File: src/rtl/spi_pkg.sv
// Shared definitions for the SPI master: FSM state encodings, frame-width
// encodings and the helper that turns a width code into a bit count.
package spi_pkg;

  typedef enum logic [2:0] {
    IDLE  = 3'd0,
    SETUP = 3'd1,
    LEAD  = 3'd2,
    TRAIL = 3'd3,
    HOLD  = 3'd4
  } state_e;

  typedef enum logic [1:0] {
    WIDTH_8  = 2'd0,
    WIDTH_16 = 2'd1,
    WIDTH_24 = 2'd2,
    WIDTH_32 = 2'd3
  } width_e;

  localparam int CNT_W = 6;

  // Frame length in bits for a width code.
  function automatic logic [CNT_W-1:0] width_bits(input logic [1:0] w);
    case (w)
      WIDTH_8:  return 6'd8;
      WIDTH_16: return 6'd16;
      WIDTH_24: return 6'd24;
      default:  return 6'd32;
    endcase
  endfunction

endpackage

File: src/rtl/spi_clk_div.sv
// Half-period timer for the SPI master. Reloaded on `load` with a new
// divisor, then counts down and emits a one-cycle `tick` every div+1 cycles.
module spi_clk_div #(
  parameter int DIV_WIDTH = 8
) (
  input  logic                 raw_clk,
  input  logic                 reset_n,
  input  logic                 load,
  input  logic [DIV_WIDTH-1:0] div,
  output logic                 tick
);

  logic [DIV_WIDTH-1:0] count;
  logic [DIV_WIDTH-1:0] reload;

  // Down-counter; the divisor is captured on load so later input changes are ignored.
  always_ff @(posedge raw_clk or negedge reset_n) begin
    if (!reset_n) begin
      count  <= '0;
      reload <= '0;
    end else if (load) begin
      count  <= div;
      reload <= div;
    end else if (count == '0) begin
      count  <= reload;
    end else begin
      count  <= count - 1'b1;
    end
  end

  assign tick = (count == '0) && !load;

endmodule

File: src/rtl/spi_master.sv
// Full-duplex SPI master with 8/16/24/32-bit frames, all four CPOL/CPHA
// modes, programmable SCLK divider and an integrated active-low chip select.
module spi_master
  import spi_pkg::*;
#(
  parameter int MAX_WIDTH = 32,
  parameter int DIV_WIDTH = 8
) (
  input  logic                 raw_clk,
  input  logic                 reset_n,
  input  logic                 start,
  input  logic [1:0]           width,
  input  logic                 cpol,
  input  logic                 cpha,
  input  logic [DIV_WIDTH-1:0] clk_div,
  input  logic [MAX_WIDTH-1:0] data_tx,
  output logic [MAX_WIDTH-1:0] data_rx,
  output logic                 busy,
  output logic                 done,
  output logic                 sclk,
  output logic                 mosi,
  output logic                 cs_n,
  input  logic                 miso
);

  state_e               state, next_state;
  logic [1:0]           width_q;
  logic                 cpol_q;
  logic                 cpha_q;
  logic [MAX_WIDTH-1:0] tx_sh;
  logic [MAX_WIDTH-1:0] rx_sh;
  logic [CNT_W-1:0]     bit_cnt;
  logic [MAX_WIDTH-1:0] data_rx_q;
  logic                 done_q;
  logic                 tick;
  logic                 accept;
  logic                 last_bit;
  logic [CNT_W-1:0]     shamt;

  // A start arriving in the done cycle is dropped so frames are always separated.
  assign accept   = (state == IDLE) && start && !done_q;
  assign last_bit = (bit_cnt == (width_bits(width_q) - 6'd1));
  assign shamt    = 6'(MAX_WIDTH) - width_bits(width);

  spi_clk_div #(
    .DIV_WIDTH(DIV_WIDTH)
  ) u_clk_div (
    .raw_clk(raw_clk),
    .reset_n(reset_n),
    .load   (accept),
    .div    (clk_div),
    .tick   (tick)
  );

  // State register.
  always_ff @(posedge raw_clk or negedge reset_n) begin
    if (!reset_n) state <= IDLE;
    else          state <= next_state;
  end

  // Next-state logic and pin outputs decoded from the current state.
  always_comb begin
    next_state = state;
    sclk       = (state == LEAD) ? !cpol_q : cpol_q;
    cs_n       = (state == IDLE);
    busy       = (state != IDLE);
    mosi       = 1'b0;
    case (state)
      IDLE: begin
        if (accept) next_state = SETUP;
      end
      SETUP: begin
        if (!cpha_q) mosi = tx_sh[MAX_WIDTH-1];
        if (tick) next_state = LEAD;
      end
      LEAD: begin
        mosi = tx_sh[MAX_WIDTH-1];
        if (tick) next_state = TRAIL;
      end
      TRAIL: begin
        mosi = tx_sh[MAX_WIDTH-1];
        if (tick) next_state = last_bit ? HOLD : LEAD;
      end
      HOLD: begin
        mosi = tx_sh[MAX_WIDTH-1];
        if (tick) next_state = IDLE;
      end
      default: next_state = IDLE;
    endcase
  end

  // Configuration capture, shifters, bit counter and end-of-frame result.
  always_ff @(posedge raw_clk or negedge reset_n) begin
    if (!reset_n) begin
      width_q   <= 2'd0;
      cpol_q    <= 1'b0;
      cpha_q    <= 1'b0;
      tx_sh     <= '0;
      rx_sh     <= '0;
      bit_cnt   <= '0;
      data_rx_q <= '0;
      done_q    <= 1'b0;
    end else begin
      done_q <= 1'b0;
      if (state == IDLE) cpol_q <= cpol;
      if (accept) begin
        width_q <= width;
        cpha_q  <= cpha;
        tx_sh   <= data_tx << shamt;
        rx_sh   <= '0;
        bit_cnt <= '0;
      end else if (tick) begin
        case (state)
          SETUP: begin
            if (!cpha_q) rx_sh <= {rx_sh[MAX_WIDTH-2:0], miso};
          end
          LEAD: begin
            if (cpha_q)         rx_sh <= {rx_sh[MAX_WIDTH-2:0], miso};
            else if (!last_bit) tx_sh <= tx_sh << 1;
          end
          TRAIL: begin
            bit_cnt <= bit_cnt + 6'd1;
            if (!last_bit) begin
              if (cpha_q) tx_sh <= tx_sh << 1;
              else        rx_sh <= {rx_sh[MAX_WIDTH-2:0], miso};
            end
          end
          HOLD: begin
            data_rx_q <= rx_sh;
            done_q    <= 1'b1;
          end
          default: ;
        endcase
      end
    end
  end

  assign data_rx = data_rx_q;
  assign done    = done_q;

endmodule
File: config.mk
export PLATFORM = sky130hd
export DESIGN_NAME = spi_master
export DESIGN_NICKNAME = d
export VERILOG_FILES = /design/src/rtl/spi_pkg.sv /design/src/rtl/spi_clk_div.sv /design/src/rtl/spi_master.sv
export SDC_FILE = /design/constraint.sdc
export NUM_CORES = 1
export LEC_CHECK = 0
export ABC_AREA = 1
export BUFFER_PORTS_ARGS = -buffer_cell sky130_fd_sc_hd__buf_2
export CAP_MARGIN = 20
export CORE_MARGIN = 3
export CORE_UTILIZATION = 34
export DETAILED_ROUTE_END_ITERATION = 7
export SYNTH_ARGS = -nofsm -noshare
export SYNTH_HDL_FRONTEND = slang
export SYNTH_SLANG_ARGS = --single-unit
File: constraint.sdc
create_clock -name raw_clk -period 4.04 [get_ports raw_clk]
set_input_delay 0.808 -clock raw_clk [delete_from_list [all_inputs] [get_ports raw_clk]]
set_output_delay 0.808 -clock raw_clk [all_outputs]
set_load 0.01 [all_outputs]
# == After elaboration in Yosys (flattened, before gate mapping) ==
# Cells that the tools add are included.
# classes
addsub,4
n_eq_ne,19
shifts,1
mux,33
bitwise,1
reduce_logical,21
# ops
operator,n
$mux W32,11
$pmux W32 S3,1
$pmux W32 S2,1
$pmux W6 S3,2
$shl A32 B6 Y32,1
$mux W3,6
$mux W6,3
$mux W8,2
$ne A3 B2 Y1 const B,5
$pmux W3 S5,1
$logic_not A8 Y1,1
$ne A2 B2 Y1 const B,4
$sub A8 B1 Y8 const B,1
$add A6 B1 Y6 const B,1
$eq A3 B2 Y1 const B,2
$eq A6 B6 Y1,1
$reduce_and A6 Y1,1
$reduce_bool A3 Y1,2
$sub A6 B1 Y6 const B,1
$sub A6 B6 Y6 const A,1
$mux W1,5
$reduce_and A5 Y1,1
$eq A2 B1 Y1 const B,2
$eq A2 B2 Y1 const B,2
15 further kinds,21
# totals
register_bits,126
output_inout_bits,37
elab_cells,90

# == Logic depth before layout (Yosys ltp) ==
# logic_depth
word_depth,9
depth_mapped,14

# == Cells and area by module ==
# From an unflattened synthesis, not the netlist that was laid out.
# unflattened
cells_unflattened,769
hier_area_um2,6590.1
# by_module_without_submodules
mod,n_inst,cells_each,area_each_um2
spi_master,1,650,5637.9
spi_clk_div,1,119,952.2

# == Worst setup path after synthesis ==
# No wires, ideal clock.
# synth_path
kind,input to register
startpoint,in width[0]
endpoint,reg tx_sh[16]
arrival_time_ps,2283
path_slack_ps,1691
cell_stages,12
cell_sequence,inv_1 -> ha_1 -> clkinv_1 -> nor2_1 -> clkinv_1 -> nand2_1 -> nand2_1 -> inv_1 -> nor2_1 -> o21ai_1 -> nand2_1 -> nand2_1
# synth_between
elab_chain_cells,5
elab_cells_between_ends,7
cone_classes,add/sub (1); eq/ne (2); shift (1); mux (2); reduce/logical (1)
# synth_rtl
item,line_no,rtl
from (decl),spi_master.sv:12,"input logic [1:0] width,"
"$eq A2 B2 Y1, or another cell as far along",spi_pkg.sv:24,case (w)
$pmux W6 S3 *,spi_pkg.sv:24,
$sub A6 B6 Y6 *,spi_master.sv:43,assign shamt = 6'(MAX_WIDTH) - width_bits(width);
$shl A32 B6 Y32 *,spi_master.sv:109,tx_sh <= data_tx << shamt;
$mux W32 *,spi_master.sv:106,if (accept) begin
to (signal assigned),spi_master.sv:109,
to (signal assigned),spi_master.sv:119,else if (!last_bit) tx_sh <= tx_sh << 1;
to (signal assigned),spi_master.sv:124,if (cpha_q) tx_sh <= tx_sh << 1;
to (decl),spi_master.sv:30,logic [MAX_WIDTH-1:0] tx_sh;
# Mark *: on every way between the ends. The rest lies on a longest branch, timed or not.
# A chain may end at the register's enable or synchronous reset.

# == Worst setup path in the final report ==
# layout_path
startpoint,reg width_q[1]
endpoint,reg tx_sh[19]
# layout_between
elab_chain_cells,6
elab_cells_between_ends,9
cone_classes,add/sub (1); eq/ne (5); mux (1); reduce/logical (2)
# layout_rtl
item,line_no,rtl
from (decl),spi_master.sv:27,logic [1:0] width_q;
from (signal assigned),spi_master.sv:107,width_q <= width;
"$eq A2 B2 Y1, or another cell as far along",spi_pkg.sv:24,
$pmux W6 S3 *,spi_pkg.sv:24,
$sub A6 B1 Y6 *,spi_master.sv:42,assign last_bit = (bit_cnt == (width_bits(width_q) - 6'd1));
$eq A6 B6 Y1 *,spi_master.sv:42,
$ne A3 B2 Y1 (no line),--,
$reduce_and A6 Y1 (no line) *,--,
# Marks and branches as above.

==> flow_summary_export.csv <==
group,metric,value,unit
synthesis,synth-adder-area-share,1.76,%
floorplan,die_h,143,um
global_routing,grt_util_all_layers,15.4,%
synthesis,synth_cell_type_count,37,
worst_setup_path,cp.arrival,3.22,ns
synthesis,yosysTopAreaCellShare,49.4,%
clocking,cts_setup_buffers,0,
worst_setup_path,reg2reg_from,"width_q[1]$_DFFE_PN0P_",
synthesis,netlist_top_cells_area,"dfrtp_1 (49%), nand2_1 (16%), nand3_1 (6.5%)",
worst_setup_path,cp_common_cell,"nand2_1",
worst_setup_path,setup.worst_path.start_class,"register",
floorplan,die_x,143,um
synthesis,muxShareOfSynthArea,0.314,%
synthesis,synthesis.nets,877,
worst_setup_path,cp_cell_sequence,"inv_1 -> ha_1 -> inv_1 -> nand2_1 -> nand3_1 -> nand2_1 -> nand3_1 -> nor2_1 -> nor2_1 -> nand2_1 -> buf_4 -> nand2_1 -> nand2_1 -> nand2_1",
floorplan,core,18200,um^2
global_routing,grt_first_pass_wirelength,25600,um
min_path,hold_path_class,"register to register",
clocking,htree_levels,4,
sta,max_slew_margin,31.3,%
synthesis,synth_cells,820,
placement,gp_congestion,0.895,
synthesis,synth_compound_area_share,10.2,%
min_path,hold_start,"data_rx[30]$_DFFE_PN0P_",
power_and_ir_drop,pwr_density_cell,598,nW/um^2
sta,fin_crit_sh,72.3,%
worst_setup_path,max_stage_delay,0.70,ns
cells_and_area,final_cells,1136,
synthesis,synthArstFlopShare,100,%
synthesis,synthSimpleGateAreaFrac,28.8,%
synthesis,synthFlopType,"dfrtp_1",
floorplan,die_area,20500,um^2
power_and_ir_drop,vdd_drop_max,0.307,mV
worst_setup_path,crit_slowest_cell,"nand2_1",
global_routing,grt-ovfl-total,0,
sta,fin_crit,2.92,ns
sta,hold_viol,0,
synthesis,synth_top_family_by_area,"simple AND/OR/NAND/NOR gates",
placement,dp_hpwl,10100,um
clocking,cts_buffer_depth,2,
synthesis,synth_area_per_cell,7.79,um^2
power_and_ir_drop,p_leak,4.00,nW
global_routing,grt_max_degree,66,
clocking,cts_resized,0,
sta,slew_violations,0,
worst_setup_path,startpoint,"width_q[1]$_DFFE_PN0P_",
worst_setup_path,cp_max_fo,33,
global_routing,antenna_found_initial,0,
clocking,cts_buffers,17,
drt,drtIter0Drc,333,
clocking,clock_sinks,126,
sta,finalSetupViolCount,0,
synthesis,synth_most_common_cell,"nand2_1",
drt,wl_per_cell,13.1,um
run,max_cap_violations,0,
floorplan,start_util,35.1,%
cells_and_area,drive_above_1_share,16.0,%
synthesis,yosys-top-cells-count,"nand2_1 (280), dfrtp_1 (126), nand3_1 (83)",
sta,skew,0.0119,ns
synthesis,yosysWarnings,0,
cells_and_area,fin_nets,951,
drt,ant_nets,0,
synthesis,yosysSeqAreaShare,49.4,%
placement,portBuffers,84,
worst_setup_path,crit_buf_inv,3,
worst_setup_path,critPathKind,"register to register",
placement,dp_cells,1104,
clocking,clock_latency,0.42,ns
clocking,clkTransAtPathRegs,0.06,ns
drt,drc,0,
synthesis,synth_top_area_cell,"dfrtp_1",
sta,max_freq,0.342,GHz
cells_and_area,n_antenna_cell,0,
worst_setup_path,crit_path_end_kind,"register",
synthesis,synth_edf_count,0,
worst_setup_path,worstPathRequired,4.34,ns
drt,vias_per_cell,4.73,
power_and_ir_drop,total_power,4.54,mW
worst_setup_path,crit_family,"simple AND/OR/NAND/NOR gates",
drt,wl,14900,um
sta,setup_tns,0,ns
synthesis,syn_area,6380,um^2
drt,vias,5377,
floorplan,ios,85,
clocking,root_buffer,"clkbuf_16",
sta,tightest_slew,1.03,ns
clocking,tritoncts,"done",
cells_and_area,area_growth,18.9,%
global_routing,grt_pass1_vias,5240,
outcome,status,"finished clean",
sta,rsz0062_at_grt,"false",
cells_and_area,fillers,1861,
clocking,cts.hold.buffers_added,0,
floorplan,rows,49,
synthesis,synth_xor_xnor_area_share,1.10,%
drt,drt-pass1-iter-count,5,
synthesis,ys_ff_latch,126,
==> worst register-to-register path: cells and delay by family, from the launching register on <==
family                   cells  cell delay, ns
adder cells (fa/ha/maj)      1            0.31
buffers and inverters        3            0.47
flip-flops                   1            0.40
AND/OR/NAND/NOR             10            1.65
==> flip-flops by register name, indices dropped and copies added (netlist names) <==
name / cells
tx_sh: 32
cpha_q: 1
u_clk_div.reload: 8
bit_cnt: 6
width_q: 2
data_rx: 32
rx_sh: 32
state: 3
cpol_q: 1
u_clk_div.count: 8
done: 1
==> power breakdown <==
group | internal (mW) | leakage, nW | switching (mW)
clock | 0.993 | 0.303 | 0.641
sequential | 1.52 | 1.64 | 0.155
combinational | 0.441 | 2.06 | 0.792
==> cells by family after synthesis <==
kind of cell    Yosys count
mux                       2
buf+inv                 125
compound gates          112
simple gates            438
fa+ha+maj                 9
xor+xnor                  8
flops                   126
==> layer usage <==
layer / share of wire, % / GRT usage, % / up-vias
met4: 0.89 / 4.15 / 0
met5: 0 / 0 / -
met1: 49 / 21.8 / 2469
li1: - / - / 2773
met2: 45 / 23.6 / 125
met3: 4.8 / 4.02 / 10
==> placed cells by master (no fill, tap or decap), types with 2 or more instances in the layout <==
cell / Yosys / final
a21oi_1: 8 / 8
a22o_1: 4 / 4
buf_2: 18 / 83
buf_4: 4 / 10
bufinv_16: 0 / 3
clkbuf_16: 0 / 17
clkinv_1: 3 / 3
clkinv_4: 0 / 4
dfrtp_1: 126 / 126
ha_1: 9 / 9
inv_1: 78 / 77
inv_2: 4 / 5
inv_6: 0 / 5
inv_8: 0 / 2
mux2i_1: 2 / 2
nand2_1: 280 / 280
nand3_1: 83 / 83
nand4_1: 3 / 3
nor2_1: 60 / 60
nor3_1: 3 / 3
nor3_4: 2 / 2
o211ai_1: 3 / 3
o21ai_0: 65 / 65
o21ai_1: 5 / 5
o21ai_2: 4 / 4
o221ai_1: 6 / 6
o22ai_1: 15 / 15
xnor2_1: 2 / 2
xor2_1: 6 / 6
==> worst paths after layout <==
check	slack (ns)	cells past startpoint	to
max	1.12	14	tx_sh[19]$_DFFE_PN0P_
min	0.47	2	data_rx[30]$_DFFE_PN0P_
max reg2reg	1.12	14	tx_sh[19]$_DFFE_PN0P_
min reg2reg	0.47	2	data_rx[30]$_DFFE_PN0P_
max in group asynchronous	2.71	2	u_clk_div.reload[3]$_DFFE_PN0P_
min in group asynchronous	0.49	1	tx_sh[19]$_DFFE_PN0P_
==> final cells by class <==
class                      count  area (um^2)  share of cell area, %
tap                          229          287                   3.77
multi-input combinational    569         2690                   35.5
clock buffer                  17          425                   5.60
inverter                      86          325                   4.28
timing repair buffer          94          510                   6.72
sequential                   126         3150                   41.5
clock inverter                15          199                   2.62
==> stage by stage <==
step / util, % / hold slack, ns / worst slack [ns] / area, um^2
after floorplan: - / 0.438 / 1.69 / 6380
after global placement: 38.3 / 0.448 / 0.936 / 6970
after detailed placement: 38.3 / 0.455 / 0.874 / 6970
after CTS: 41.7 / 0.471 / 1.06 / 7590
after global routing: 41.7 / 0.485 / 0.737 / 7590
final: 41.7 / 0.465 / 1.12 / 7590
Note: power is estimated with default switching activity, not from simulation.
